[src/rtl/mov_sequencer.sv]
// rtl/mov_sequencer.sv - MOV Rx,Ry sequencer: request FIFO, source-mux select, one-hot register/memory write
// Optional feature macro: MOV_SKIP_EN (src==dst register moves retire without a write strobe).
module mov_sequencer #(
  parameter int DEPTH = 4,
  parameter int AW    = 2
) (
  input  logic       clk,
  input  logic       rst,
  input  logic       req_valid,
  output logic       req_ready,
  input  logic [2:0] req_src,
  input  logic [2:0] req_dst,
  output logic [2:0] cmsrc,
  input  logic [7:0] muxout,
  output logic       mem_rd,
  input  logic       mem_ack,
  output logic [7:0] wr_en,
  output logic [7:0] wr_data,
  output logic       busy,
  output logic       done
);

  typedef enum logic [2:0] {IDLE, SELECT, MEMWAIT, CAPTURE, WRITE} state_t;

  localparam logic [AW:0] FULL = (AW+1)'(DEPTH);

  state_t        r_state;
  logic [5:0]    r_mem [DEPTH];
  logic [AW-1:0] r_wptr;
  logic [AW-1:0] r_rptr;
  logic [AW:0]   r_count;
  logic [2:0]    r_cmsrc;
  logic [2:0]    r_dst;
  logic          r_mem_rd;
  logic [7:0]    r_wr_en;
  logic [7:0]    r_wr_data;
  logic          r_busy;
  logic          r_done;

  logic          w_full;
  logic          w_push;
  logic          w_pop;
  logic [AW:0]   w_count_next;
  logic [5:0]    w_head;

  assign w_full       = (r_count == FULL);
  assign w_push       = req_valid && !w_full;
  assign w_pop        = ((r_state == IDLE) || (r_state == WRITE)) && (r_count != '0);
  assign w_count_next = r_count + (AW+1)'(w_push) - (AW+1)'(w_pop);
  assign w_head       = r_mem[r_rptr];

  assign req_ready = !w_full;
  assign cmsrc     = r_cmsrc;
  assign mem_rd    = r_mem_rd;
  assign wr_en     = r_wr_en;
  assign wr_data   = r_wr_data;
  assign busy      = r_busy;
  assign done      = r_done;

  // Entry storage carries no reset; validity is tracked by the pointers and count.
  always_ff @(posedge clk) begin
    if (w_push) r_mem[r_wptr] <= {req_src, req_dst};
  end

  always_ff @(posedge clk or posedge rst) begin
    if (rst) begin
      r_wptr  <= '0;
      r_rptr  <= '0;
      r_count <= '0;
    end else begin
      if (w_push) r_wptr <= r_wptr + 1'b1;
      if (w_pop)  r_rptr <= r_rptr + 1'b1;
      r_count <= w_count_next;
    end
  end

  always_ff @(posedge clk or posedge rst) begin
    if (rst) begin
      r_state   <= IDLE;
      r_cmsrc   <= '0;
      r_dst     <= '0;
      r_mem_rd  <= 1'b0;
      r_wr_en   <= '0;
      r_wr_data <= '0;
      r_busy    <= 1'b0;
      r_done    <= 1'b0;
    end else begin
      r_wr_en <= '0;
      r_done  <= 1'b0;
      r_busy  <= 1'b1;
      case (r_state)
        IDLE, WRITE: begin
          if (w_pop) begin
            r_cmsrc <= w_head[5:3];
            r_dst   <= w_head[2:0];
            r_state <= SELECT;
          end else begin
            r_state <= IDLE;
            r_busy  <= (w_count_next != '0);
          end
        end
        SELECT: begin
`ifdef MOV_SKIP_EN
          if ((r_cmsrc == r_dst) && (r_cmsrc != 3'd7)) begin
            r_done  <= 1'b1;
            r_state <= WRITE;
          end else if (r_cmsrc == 3'd7) begin
            r_mem_rd <= 1'b1;
            r_state  <= MEMWAIT;
          end else begin
            r_state <= CAPTURE;
          end
`else
          if (r_cmsrc == 3'd7) begin
            r_mem_rd <= 1'b1;
            r_state  <= MEMWAIT;
          end else begin
            r_state <= CAPTURE;
          end
`endif
        end
        MEMWAIT: begin
          if (mem_ack) begin
            r_mem_rd  <= 1'b0;
            r_wr_data <= muxout;
            r_wr_en   <= 8'd1 << r_dst;
            r_done    <= 1'b1;
            r_state   <= WRITE;
          end
        end
        CAPTURE: begin
          r_wr_data <= muxout;
          r_wr_en   <= 8'd1 << r_dst;
          r_done    <= 1'b1;
          r_state   <= WRITE;
        end
        default: r_state <= IDLE;
      endcase
    end
  end

endmodule

[config.mk]
export PLATFORM = sky130hd
export DESIGN_NAME = mov_sequencer
export DESIGN_NICKNAME = d
export VERILOG_FILES = /design/src/rtl/mov_sequencer.sv
export SDC_FILE = /design/constraint.sdc
export NUM_CORES = 1
export LEC_CHECK = 0
export ABC_AREA = 1
export BUFFER_PORTS_ARGS = -buffer_cell sky130_fd_sc_hd__buf_2
export CORE_ASPECT_RATIO = 2
export CORE_MARGIN = 4
export CORE_UTILIZATION = 30
export DETAILED_ROUTE_END_ITERATION = 10
export PLACE_DENSITY_LB_ADDON = 0.15
export RECOVER_POWER = 50
export SLEW_MARGIN = 30
export SYNTH_ARGS = -nofsm -noshare
export SYNTH_HDL_FRONTEND = slang
export SYNTH_SLANG_ARGS = --single-unit
[constraint.sdc]
create_clock -name clk -period 2.7 [get_ports clk]
set_input_delay 0.27 -clock clk [delete_from_list [all_inputs] [get_ports clk]]
set_output_delay 0.27 -clock clk [all_outputs]
set_load 0.005 [all_outputs]
==> metrics.csv, run 1 <==
metric,value,unit
status,"finished, violations left",
violations,"max-capacitance violations, max-slew violations",
power.internal,0.00234,W
critPathArrivalTime,2430,ps
timing.final.crit_share,82.5,%
powerDensity,1160,mW/mm2
synth_fp_nets,279,
cts_resized,0,
portBuffers,40,
placedInstanceArea,0.00280,mm2
drive_above_1_share,16.9,%
end_kind,register,
grtUsageMet3,4.16,%
final_area,0.00306,mm2
seq_power_share,40.0,%
r2r_start,r_count[1]$_DFF_PP0_,
multi_input_area,673,um2
place_congestion,0.677,
drt-initial-drc-count,70,
coreArea,0.00823,mm2
cts_buffer_depth,2,
first_global_vias,1751,
mappedNetlistArea,0.00251,mm2
peakVddDrop,0.000327,V
setup_viol,0,
nNetsFinal,327,
final_common_cell,nand2_1,
fin_util,37.1,%
yosysSeqAreaShare,63.6,%
synth_warnings,0,
grt_max_degree,36,
grt_pass1_wl,8170,um
syn2layout_area_growth,21.9,%
required,2900,ps
vias,1696,
numClockSinks,59,
post_drt_wl_per_cell,11.8,um
via_per_inst,4.19,
antenna_cells,0,
clk_pin_slew_worst_paths,50,ps
fin_worst_skew,5.56,ps
p_sw_share,34.2,%
antenna_left,0,
ctsHoldBuffers,0,
die_h,137,um
htreeDepth,3,
synth.avg_cell_area,9.88,um2
root_buffer,clkbuf_16,
p_comb_share,30.1,%
die_area,0.00998,mm2
cp-startpoint,r_count[1]$_DFF_PP0_,
drt-pass1-iter-count,4,
die_w,72.7,um
initial_core_util,30.5,%
rsz0062_at_grt,no,
min_path_type,in -> reg,
fp-row-count,47,
power.switching,0.00122,W
antenna_found_initial,0,
grt-ovfl-total,0,
synth.distinct_cells,25,
min-delay-start,muxout[5],
worst_pin_slew,1850,ps
period_needed,2230,ps
drc,0,
ff_latch_area,0.00160,mm2
syn_inst,254,
fillers,873,
maxCapViolCount,1,
clkLatencyLatePin,320,ps
track_usage,11.1,%
crit_fanout,7,
path_class,reg -> reg,
dp_hpwl,3670,um
cts_tree,yes,
tns,0,ps
grt.busiest_layer,met2,
synth_top_area_share,34.9,%
use_met2,19.9,%
p_clk_share,29.9,%
use_met1,10.4,%
slew_headroom,-23.2,%
r2r_cells,12,
synth.top_cells.by_area,"dfrtp_1 35%, edfxtp_1 29%, nand2_1 13%, inv_1 6.7%, nand3_1 3.2%",
fmax,0.449,GHz
final_cell_mix,"90 x nand2_1, 46 x inv_1, 35 x dfrtp_1, 32 x buf_2, 24 x edfxtp_1",
hold_path_depth,3,
wirelength,4800,um
post-cts-setup-buffers,0,
ys_seq_elements,59,
p_leak,1.56,nW
ioPinCount,41,
drv_slew,36,
hold_viol,0,
yosysTopAreaCell,dfrtp_1,
cts_inserted_buffers,9,
start_kind,register,
sequential cells by signal (all words and copies together), names as in the netlist:
name	flops
r_mem	24
wr_data	8
wr_en	8
cmsrc	3
r_count	3
r_dst	3
r_state	3
r_rptr	2
r_wptr	2
busy	1
done	1
mem_rd	1
Yosys cell counts:
library cell  count
buf_6             2
xor2_1            2
and3_1            1
nor2_2            4
nand2_2           2
nor2_1           11
o21ai_1           1
ha_1              6
nand2_4           1
dfrtp_1          35
a21oi_4           1
buf_2             1
fa_1              1
buf_4             2
o31ai_1           1
nand2_1          88
nand3_1          16
a21oi_1           1
nor3_1            2
inv_2             3
inv_1            45
o21ai_0           2
nand3b_1          1
edfxtp_1         24
xnor2_1           1
routing by layer:
metal / part of all wire (%) / up-vias
met4: 2.3 / 0
met3: 6.4 / 9
li1: - / 871
met5: 0 / -
met1: 36 / 776
met2: 55 / 40
path summary, 6_finish.rpt:
kind | slack, ps | to
min in group asynchronous | 600 | wr_en[7]$_DFF_PP0_
min reg2reg | 460 | wr_data[6]$_DFFE_PP0P_
max reg2reg | 470 | busy$_DFF_PP0_
max in group asynchronous | 1030 | r_wptr[1]$_DFFE_PP0P_
max | 470 | busy$_DFF_PP0_
min | 160 | wr_data[5]$_DFFE_PP0P_
power by group through the flow:
stage / registers [W] / clock network, W / logic [W]
after floorplan: 0.00139 / 0 / 0.000850
final: 0.00142 / 0.00106 / 0.00107
after CTS: 0.00143 / 0.00109 / 0.00114
after global routing: 0.00146 / 0.00114 / 0.00130
after detailed placement: 0.00144 / 0 / 0.00113
after global placement: 0.00144 / 0 / 0.00112
area by class of cell:
type	instances	share of cell area, %
clock buffer	15	9.12
clock inverter	1	0.164
inverter	48	5.89
multi-input combinational	142	22.0
sequential	59	52.2
tap	98	4.01
timing repair buffer	42	6.59
through the flow:
step	std cells	setup slack [ps]	total power, W	hold WS (ps)
2_1_floorplan	254	655	0.00224	367
6_report	405	472	0.00355	156
4_1_cts	405	425	0.00365	57.2
5_1_grt	405	166	0.00390	151
3_3_place_gp	389	482	0.00255	395
3_5_place_dp	389	437	0.00257	400
critical path: stages (launching register included):
cell	delay (ps)
dfrtp_1	390
inv_2	100
nand3_1	100
nand2_1	90
inv_1	110
ha_1	290
inv_1	40
ha_1	180
fa_1	450
nor2_1	120
nand2_1	60
nor2_1	110
nand3_1	70
kinds of logic (layout without fill, tap and decap cells):
group	after synthesis	count (layout)	share of synthesized area, %
buffers and inverters	53	106	8.88
adder cells (fa/ha/maj)	7	7	3.79
AND/OR/NAND/NOR	126	126	20.9
XOR/XNOR	3	3	1.05
flip-flops	59	59	63.6
AO/OA/AOI/OAI	6	6	1.75
Power figures use the tool's default switching activity.
==> run 2, diff against run 1 <==
- clock period: 2.7 -> 1.8 ns (I/O delays scaled with it)
==> run 2 against run 1 <==
Compared with the run above:
- the flow finishes with violations (negative setup slack)
- critical path depth is 1 lower
- maximum frequency is 8.1% higher
- combinational power is 96% higher
- wire length is 1.1% lower
- non-clock buffer count is 21 higher
- via count is 3.0% higher
- first-iteration DRC count is 30% lower
- clock-buffer cell count is 3 lower
- largest cell class unchanged
==> metrics.csv, run 2 (same netlist as run 1, synthesis figures left out) <==
metric,value,unit
status,"finished, violations left",
violations,negative setup slack,
min_path_type,in -> reg,
die_area,0.00998,mm2
placedInstanceArea,0.00294,mm2
p_comb_share,36.5,%
die_h,137,um
portBuffers,40,
period_needed,2060,ps
fmax,0.485,GHz
nNetsFinal,348,
grt_max_degree,36,
fin_util,39.8,%
crit_fanout,2,
hold_viol,0,
cts_buffer_depth,2,
cts_tree,yes,
required,2000,ps
p_sw_share,33.7,%
largest_reg_flops,24,
fin_worst_skew,4.53,ps
clkLatencyLatePin,320,ps
power.internal,0.00382,W
final_area,0.00327,mm2
place_congestion,0.710,
drt-pass1-iter-count,4,
coreArea,0.00823,mm2
path_class,reg -> reg,
slew_headroom,42.3,%
peakVddDrop,0.000473,V
max_flop_register,r_mem,
first_global_vias,1722,
grt-ovfl-total,0,
final_common_cell,nand2_1,
worst_slack,-261,ps
antenna_left,0,
timing.final.crit_share,114,%
p_leak,1.65,nW
rsz0062_at_grt,yes,
antenna_found_initial,0,
vias,1747,
p_clk_share,26.9,%
track_usage,10.5,%
syn2layout_area_growth,30.5,%
numClockSinks,59,
start_kind,register,
end_kind,register,
worst_pin_slew,865,ps
dp_hpwl,3600,um
drt-initial-drc-count,49,
htreeDepth,3,
drive_above_1_share,26.2,%
rrSetupSlack,-260,ps
maxCapViolCount,0,
critPathArrivalTime,2260,ps
cts_inserted_buffers,9,
post_drt_wl_per_cell,11.2,um
fp-row-count,47,
initial_core_util,30.5,%
dp_worst_setup_slack,-295,ps
via_per_inst,4.13,
final_cell_mix,"88 x nand2_1, 41 x inv_1, 35 x dfrtp_1, 31 x buf_2, 24 x edfxtp_1",
root_buffer,clkbuf_16,
grt_pass1_wl,7710,um
powerDensity,1760,mW/mm2
power.switching,0.00194,W
wirelength,4750,um
ioPinCount,41,
drc,0,
clk_pin_slew_worst_paths,50,ps
tns,-269,ps
antenna_cells,0,
fillers,833,
setup_viol,2,
die_w,72.7,um
drv_slew,0,
seq_power_share,36.6,%
run 2: power groups by stage:
stage               Combinational [W]  Clock [W]  Sequential (W)
floorplan                     0.00135          0         0.00208
global placement              0.00197          0         0.00213
detailed placement            0.00198          0         0.00213
CTS                           0.00206    0.00160         0.00212
global route                  0.00244    0.00167         0.00216
finish                        0.00210    0.00155         0.00211
run 2: final timing paths:
check | start | to | cells past startpoint
hold / removal | muxout[5] | wr_data[5]$_DFFE_PP0P_ | 3
min in group asynchronous | rst | wr_en[4]$_DFF_PP0_ | 4
max in group asynchronous | rst | r_wptr[1]$_DFFE_PP0P_ | 4
setup reg to reg | r_count[2]$_DFF_PP0_ | busy$_DFF_PP0_ | 11
hold reg to reg | wr_data[5]$_DFFE_PP0P_ | wr_data[5]$_DFFE_PP0P_ | 2
setup / recovery | r_count[2]$_DFF_PP0_ | busy$_DFF_PP0_ | 11
run 2: what timing repair did:
action,CTS,global route
hold endpoints to repair,35,0
setup buffers,2,4
hold buffers,1,0
setup endpoints to repair,2,3
gates resized for setup,1,4
pin swaps,2,2
run 2: per-layer routing:
layer,part of all wire (%),vias up,GRT usage (%)
li1,-,905,-
met1,34,791,9.51
met2,56,43,19.3
met3,7.0,8,3.73
met4,2.6,0,6.47
met5,0,-,0
run 2: per-stage QoR:
stage | power (W) | hold slack (ps) | instances
floorplan | 0.00343 | 277 | 254
global placement | 0.00410 | 308 | 403
detailed placement | 0.00411 | 316 | 403
CTS | 0.00578 | 56.3 | 419
global route | 0.00627 | 71.0 | 423
finish | 0.00576 | 68.5 | 423
run 2: cell type report:
class | instances | area [um2] | share of cell area [%]
Clock buffer | 12 | 236 | 7.22
Clock inverter | 1 | 30.0 | 0.917
Inverter | 48 | 183 | 5.58
Multi-Input combinational cell | 142 | 744 | 22.7
Sequential cell | 59 | 1600 | 48.8
Tap cell | 98 | 123 | 3.74
Timing Repair Buffer | 63 | 362 | 11.0
run 2: critical path, stage by stage, from the launching register on:
cell	delay (ps)
dfrtp_1	390
buf_4	140
nand3_2	80
nand2_2	80
ha_4	260
inv_2	40
ha_4	150
fa_2	450
nor2_1	120
nand2_1	70
nor2_2	80
nand3_1	70
